$ cat src/rtl/reg_init_seq.sv
// Register init sequencer: walks a static table of WRITE/DELAY/POLL/END entries
// and replays them as APB master transfers, reporting done/error status.
module reg_init_seq #(
    parameter int N_INIT      = 2,
    parameter int AUTO_START  = 1,
    parameter int POLL_MAX    = 1024,
    parameter int APB_TIMEOUT = 256
) (
    input  logic                 i_apb_clk,
    input  logic                 i_apb_rst,
    input  logic [N_INIT*66-1:0] i_init_table,
    input  logic                 i_start,
    output logic                 o_psel,
    output logic                 o_penable,
    output logic                 o_pwrite,
    output logic [31:0]          o_paddr,
    output logic [31:0]          o_pwdata,
    input  logic                 i_pready,
    input  logic                 i_pslverr,
    input  logic [31:0]          i_prdata,
    output logic                 o_busy,
    output logic                 o_done,
    output logic                 o_error,
    output logic [5:0]           o_err_idx
);
    localparam logic [1:0] OP_WRITE = 2'd0;
    localparam logic [1:0] OP_DELAY = 2'd1;
    localparam logic [1:0] OP_POLL  = 2'd2;
    localparam logic [1:0] OP_END   = 2'd3;
    localparam int PW = $clog2(POLL_MAX + 1);
    localparam int TW = $clog2(APB_TIMEOUT + 1);

    typedef enum logic [2:0] {
        S_IDLE, S_FETCH, S_SETUP, S_ACCESS, S_WAIT, S_DONE, S_ERR
    } state_t;

    state_t        r_state, w_next;
    logic [6:0]    r_idx;
    logic [31:0]   r_dly;
    logic [PW-1:0] r_poll;
    logic [TW-1:0] r_tmo;
    logic          r_auto;
    logic          r_done;
    logic          r_error;
    logic [5:0]    r_err_idx;

    logic [65:0]   w_entry;
    logic [1:0]    w_op;
    logic [31:0]   w_addr;
    logic [31:0]   w_data;
    logic          w_apb;
    logic          w_xfer;
    logic          w_match;
    logic          w_poll_last;
    logic          w_tmo_last;
    logic          w_adv;

    // Index N_INIT selects nothing; FETCH treats it as end of table.
    always_comb begin
        w_entry = '0;
        for (int k = 0; k < N_INIT; k++)
            if (r_idx == 7'(k)) w_entry = i_init_table[k*66 +: 66];
    end

    assign w_op        = w_entry[65:64];
    assign w_addr      = w_entry[63:32];
    assign w_data      = w_entry[31:0];
    assign w_apb       = (r_state == S_SETUP) || (r_state == S_ACCESS);
    assign w_xfer      = (r_state == S_ACCESS) && i_pready;
    assign w_match     = (i_prdata == w_data);
    assign w_poll_last = (r_poll == PW'(POLL_MAX - 1));
    assign w_tmo_last  = (r_tmo == TW'(APB_TIMEOUT - 1));

    always_comb begin
        w_next = r_state;
        w_adv  = 1'b0;
        case (r_state)
            S_IDLE:   if (i_start || r_auto) w_next = S_FETCH;
            S_FETCH: begin
                if (r_idx == 7'(N_INIT) || w_op == OP_END) w_next = S_DONE;
                else if (w_op == OP_DELAY)                 w_next = S_WAIT;
                else                                       w_next = S_SETUP;
            end
            S_SETUP:  w_next = S_ACCESS;
            S_ACCESS: begin
                if (w_xfer) begin
                    if (i_pslverr) w_next = S_ERR;
                    else if (w_op == OP_WRITE || w_match) begin
                        w_next = S_FETCH;
                        w_adv  = 1'b1;
                    end
                    else if (w_poll_last) w_next = S_ERR;
                    else                  w_next = S_SETUP;
                end else if (w_tmo_last) begin
                    w_next = S_ERR;
                end
            end
            // A loaded count of 0 or 1 both leave after a single WAIT cycle.
            S_WAIT: if (r_dly <= 32'd1) begin
                w_next = S_FETCH;
                w_adv  = 1'b1;
            end
            S_DONE, S_ERR: w_next = S_IDLE;
            default:       w_next = S_IDLE;
        endcase
    end

    always_ff @(posedge i_apb_clk) begin
        if (i_apb_rst) begin
            r_state   <= S_IDLE;
            r_idx     <= '0;
            r_dly     <= '0;
            r_poll    <= '0;
            r_tmo     <= '0;
            r_auto    <= (AUTO_START != 0);
            r_done    <= 1'b0;
            r_error   <= 1'b0;
            r_err_idx <= '0;
        end else begin
            r_state <= w_next;
            r_auto  <= 1'b0;
            if (r_state == S_IDLE && w_next == S_FETCH) begin
                r_idx     <= '0;
                r_done    <= 1'b0;
                r_error   <= 1'b0;
                r_err_idx <= '0;
            end
            if (w_adv) r_idx <= r_idx + 7'd1;
            if (r_state == S_FETCH) begin
                r_poll <= '0;
                r_dly  <= w_data;
            end
            if (r_state == S_WAIT) r_dly <= r_dly - 32'd1;
            if (r_state == S_SETUP)       r_tmo <= '0;
            else if (r_state == S_ACCESS) r_tmo <= r_tmo + TW'(1);
            if (w_xfer && !i_pslverr && w_op == OP_POLL && !w_match)
                r_poll <= r_poll + PW'(1);
            if (w_next == S_DONE) r_done <= 1'b1;
            if (w_next == S_ERR) begin
                r_error   <= 1'b1;
                r_err_idx <= r_idx[5:0];
            end
        end
    end

    assign o_psel    = w_apb;
    assign o_penable = (r_state == S_ACCESS);
    assign o_pwrite  = w_apb && (w_op == OP_WRITE);
    assign o_paddr   = w_apb ? w_addr : 32'd0;
    assign o_pwdata  = (w_apb && w_op == OP_WRITE) ? w_data : 32'd0;
    assign o_busy    = (r_state != S_IDLE);
    assign o_done    = r_done;
    assign o_error   = r_error;
    assign o_err_idx = r_err_idx;
endmodule

$ cat config.mk
export PLATFORM = sky130hd
export DESIGN_NAME = reg_init_seq
export DESIGN_NICKNAME = d
export VERILOG_FILES = /design/src/rtl/reg_init_seq.sv
export SDC_FILE = /design/constraint.sdc
export NUM_CORES = 1
export LEC_CHECK = 0
export ABC_AREA = 1
export BUFFER_PORTS_ARGS = -buffer_cell sky130_fd_sc_hd__buf_4
export CAP_MARGIN = 20
export CORE_MARGIN = 2
export CORE_UTILIZATION = 50
export CTS_CLUSTER_SIZE = 10
export DETAILED_ROUTE_END_ITERATION = 6
export PLACE_DENSITY = 0.82
export SLEW_MARGIN = 20
export SYNTH_ARGS = -nofsm -noshare
export SYNTH_HDL_FRONTEND = slang
export SYNTH_SLANG_ARGS = --single-unit
$ cat constraint.sdc
create_clock -name i_apb_clk -period 2.9 [get_ports i_apb_clk]
set_input_delay 0.58 -clock i_apb_clk [delete_from_list [all_inputs] [get_ports i_apb_clk]]
set_output_delay 0.58 -clock i_apb_clk [all_outputs]
set_load 0.05 [all_outputs]
# After elaboration in Yosys (flattened, before gate mapping)
# Cells that the tools add are included.
[totals]
register_bits = 71
inputBits = 169
out_inout_bits = 76
[classes]
mux = 31
n_reduce_logical = 22
magnitude_cmp = 1
n_addsub = 4
n_eq_ne = 15
[op_table]
columns = ["op", "n"]
rows = [
  ["$mux W66", 2],
  ["$mux W32", 4],
  ["$eq A32 B32 Y1", 1],
  ["$le A32 B1 Y1 const B", 1],
  ["$sub A32 B1 Y32 const B", 1],
  ["$mux W3", 9],
  ["$mux W11", 2],
  ["$pmux W3 S5", 1],
  ["$mux W7", 2],
  ["$mux W6", 2],
  ["$add A11 B1 Y11 const B", 1],
  ["$eq A11 B10 Y1 const B", 1],
  ["$reduce_bool A2 Y1", 5],
  ["$add A9 B1 Y9 const B", 1],
  ["$eq A3 B3 Y1 const B", 3],
  ["$eq A9 B8 Y1 const B", 1],
  ["$mux W1", 8],
  ["$add A7 B1 Y7 const B", 1],
  ["$eq A7 B1 Y1 const B", 1],
  ["$eq A7 B2 Y1 const B", 1],
  ["$logic_not A7 Y1", 1],
  ["$eq A3 B1 Y1 const B", 2],
  ["$eq A3 B2 Y1 const B", 2],
  ["$logic_and A1 B1 Y1", 6],
  ["9 further kinds", 14],
]

# Longest topological paths before layout
[depth]
depth_word = 13
mapped_depth = 21

# Least setup slack after synthesis
# No wires, ideal clock.
[synth_path]
path_kind = "reg-to-output"
from = "register r_idx[1]"
to = "output o_pwdata[30]"
slack_ns = -1.188
stages_incl_launch_ff = 16
t_arrival_ns = 3.508
path_cell_list = "dfxtp_1 -> inv_1 -> ha_1 -> nand2_4 -> inv_2 -> nand2_4 -> buf_2 -> nor2_1 -> a31oi_1 -> inv_1 -> nor2_1 -> inv_1 -> nor2_1 -> inv_1 -> clkbuf_1 -> a21oi_1"
[synth_between]
elab_chain_len = 6
[synth_rtl]
columns = ["item", "line", "text"]
rows = [
  ["from (decl)", "38", "logic [6:0] r_idx;"],
  ["from (signal assigned)", "128", "if (w_adv) r_idx <= r_idx + 7'd1;"],
  ["$logic_not A7 Y1", "62", "if (r_idx == 7'(k)) w_entry = i_init_table[k*66 +: 66];"],
  ["$mux W66", "62", ""],
  ["$mux W66 (*)", "62", ""],
  ["$logic_not A2 Y1 (*)", "n/a", ""],
  ["$logic_and A1 B1 Y1 (*)", "n/a", ""],
  ["net o_pwrite", "15", "output logic o_pwrite,"],
  ["$mux W32 (*)", "150", "assign o_pwdata = (w_apb && w_op == OP_WRITE) ? w_data : 32'd0;"],
  ["to (decl)", "17", "output logic [31:0] o_pwdata,"],
]
# Mark *: on every way through the listed nets, which the timed path passes. The rest lies on a longest branch.

# Worst setup path after layout
[layout_path]
from = "register r_idx[1]"
to = "output o_pwdata[17]"
[layout_between]
elab_chain_len = 6
[layout_rtl]
columns = ["item", "line"]
rows = [
  ["$logic_not A7 Y1", "62"],
  ["$mux W66", "62"],
  ["$mux W66 (*)", "62"],
  ["$logic_not A2 Y1", "150"],
  ["$logic_and A1 B1 Y1", "150"],
  ["$mux W32 (*)", "150"],
]
# Mark *: on every way between the ends. The rest lies on a longest branch, timed or not.

==> impl_metrics.tcl <==
set metrics [dict create \
    status "complete, but fails checks" \
    violations "setup timing" \
    worstReg2RegStart "r_idx[4]" \
    synth_area_um2 6160 \
    numCtsBuffers 9 \
    p_leak_nw 4.75 \
    dr.pass1.iters 6 \
    core_area_um2 12000 \
    setup_viol 2 \
    syn-num-nets 1234 \
    cp.arrival_ns 2.32 \
    post-route-util_pct 81.0 \
    seq_area_frac_synth_pct 23.1 \
    cts_buffer_depth 2 \
    drv_cap 0 \
    crit_chain "inv_4, ha_4, nand2_8, inv_8, nand2_8, nor2_4, a31oi_4, inv_2, nor2_2, inv_2, nor2_4, inv_8, buf_12, a21oi_4, buf_6" \
    syn_inst 1056 \
    postRouteAntennaNets 0 \
    p_per_area_nw_per_um2 431 \
    finClkSkew_ns 0.00962 \
    cts.clk_slew.worst_paths_ns 0.06 \
    placed_area_um2 8830 \
    finish.net_count 1530 \
    dp.cells 1461 \
    areaGrowthSynthToFinish_pct 58.0 \
    yosysUniqueCellTypes 49 \
    fillers 847 \
    cp_max_fo 8 \
    crit_path_top_delay_cell "dfxtp_2" \
    dp_slack_ns -0.0163 \
    slew_headroom_pct 44.9 \
    hold_ws_ns 0.461 \
    hold_class "flip-flop to flip-flop" \
    async_flop_share_pct 0 \
    cts_tree "yes" \
    max_stage_delay_ns 0.35 \
    dieArea_um2 13200 \
    yosysWarnings 0 \
    hold_start "r_tmo[5]" \
    synthFlopType "dfxtp_1" \
    period_minus_slack_ns 2.90 \
    hold_viol 0 \
    worst-r2r-cell-count 21 \
    wirelength_mm 24.2 \
    fmax_ghz 0.344 \
    rows 40 \
    r2r_end "r_idx[4]" \
    r2r_slack_ns 0.03 \
    gp_congestion 0.891 \
    synth-seq-cells 71 \
    grt-ovfl-total 0 \
    numPortBuffers 244 \
    wire_per_inst_um 16.1 \
    io_pins 245 \
    critPathKind "flip-flop to primary output" \
    drcViolationCount 0 \
    worst_slack_ns -0.00285 \
    h-tree-depth 3 \
    rsz0062_at_grt "true" \
    grt_pass1_wl_mm 35.2 \
    fin_tns_setup_ns -0.00377 \
    die_w_um 115 \
    final_cells 1506 \
    peakVddDrop_uv 390 \
    grt_max_degree 55 \
    start_util_pct 51.3 \
    cts_root_buf "clkbuf_16" \
    period_share_pct 100 \
    power_mw 4.19 \
    grtUsageTotal_pct 33.0 \
    clk_latency_ns 0.34 \
    worstMarginPinSlew_ns 0.825 \
    hold_buffers 0 \
    drv_slew 0 \
    synth_edf_count 0 \
    num_vias 8477 \
    fin_area_um2 9730 \
    die_h_um 115 \
    worstHoldPathCells 2 \
    antenna_found_initial 2 \
    layout-drive-gt1-share_pct 32.1 \
    grt_pass1_vias 7513 \
    start_kind "flip-flop" \
    cts.sinks 71 \
    postSynthAreaPerCell_um2 5.83 \
    via_per_inst 5.63 \
    required_ns 2.32 \
    hold-path-endpoint "r_tmo[5]" \
    endpoint_kind "primary output" \
    drtIter0Drc 684 \
    post-dp-hpwl_mm 17.4 \
]
worst max path at each step:
stage	start	end	cells past startpoint
2_1_floorplan	r_idx[1]	o_pwdata[30]	15
3_3_place_gp	r_idx[2]	r_poll[7]	16
3_5_place_dp	r_idx[0]	r_poll[1]	17
4_1_cts	r_idx[0]	o_pwdata[17]	14
5_1_grt	r_idx[4]	r_idx[4]	21
6_report	r_idx[1]	o_pwdata[17]	15
sequential cells by signal, indices dropped and copies added (netlist names):
register   count
r_auto         1
o_error        1
o_err_idx      6
r_idx          7
r_state        3
r_dly         32
r_poll        11
r_tmo          9
o_done         1
critical path, delay by kind of cell, from the launching register on:
kind | cells | cell delay (ns)
adder cells (fa/ha/maj) | 1 | 0.17
AND/OR/NAND/NOR | 5 | 0.51
flip-flops | 1 | 0.35
AO/OA/AOI/OAI | 2 | 0.29
buffers and inverters | 7 | 0.65
power breakdown:
| part | internal (mW) | switching, mW |
|---|---|---|
| clock network | 0.668 | 0.430 |
| registers | 1.06 | 0.0934 |
| logic | 0.706 | 1.23 |
routing by layer:
| layer | vias up | share of wire (%) | global-route usage (%) |
|---|---|---|---|
| met5 | - | 0 | 0 |
| met4 | 0 | 5.3 | 15.6 |
| met3 | 100 | 8.4 | 6.80 |
| met2 | 428 | 49 | 58.5 |
| met1 | 3890 | 37 | 37.9 |
| li1 | 4059 | - | - |
layout make-up:
type	instances	area, µm²	share of cell area (%)
well taps	147	184	1.89
clock buffers	11	233	2.39
inverters	125	492	5.05
repair buffers	326	2820	29.0
diodes	2	5.00	0.0514
clock inverters	5	58.8	0.604
flip-flops and latches	71	1430	14.7
multi-input cells	819	4510	46.3
layout by cell type, fill, tap and decap left out, types with 17 or more instances in the layout:
master,n
buf_6,33
inv_1,114
o21ai_0,19
nor2_1,97
nand2_1,325
nand4_1,17
nor2_4,18
nand3_1,89
dfxtp_1,66
a21oi_1,82
a22oi_1,22
nand3b_1,19
buf_4,275
a21oi_4,24
timing repair:
| item | in CTS | in global routing |
|---|---|---|
| endpoints found under the setup margin | 42 | 52 |
| resized for setup | 36 | 38 |
| gates cloned | 2 | 4 |
| pin swaps | 5 | 14 |
| setup buffers | 9 | 12 |
cells by family (layout without fill, tap and decap cells):
family,count (synthesis),in the layout,share of synthesized area (%)
AND/OR/NAND/NOR,610,611,44.6
other,0,2,0
adder cells (fa/ha/maj),9,9,1.83
buffers and inverters,167,467,11.2
AO/OA/AOI/OAI,182,182,16.9
XOR/XNOR,17,17,2.42
flip-flops,71,71,23.1
Yosys cell counts, drive strengths merged, types with 2 or more instances:
library cell  instances  share of area, %
xor2                 13               1.8
nand2               333                21
dfxtp                71                23
nor4                  2              0.20
nor3                 10              0.81
clkbuf               24               1.5
nand3b               19               2.3
o21ai                20               1.6
o221ai                3              0.43
xnor2                 4              0.57
a31oi                15               1.5
nand4                17               1.7
a221oi                2              0.28
o22ai                 2              0.20
or2                   8              0.81
buf                  18               2.1
nor2                122               8.6
a22oi                22               2.7
inv                 124               7.6
a21oi               107               8.8
nand3                97               8.7
ha                    9               1.8
a21boi                2              0.24
o21a                  2              0.24
(Power assumes the default switching activity.)
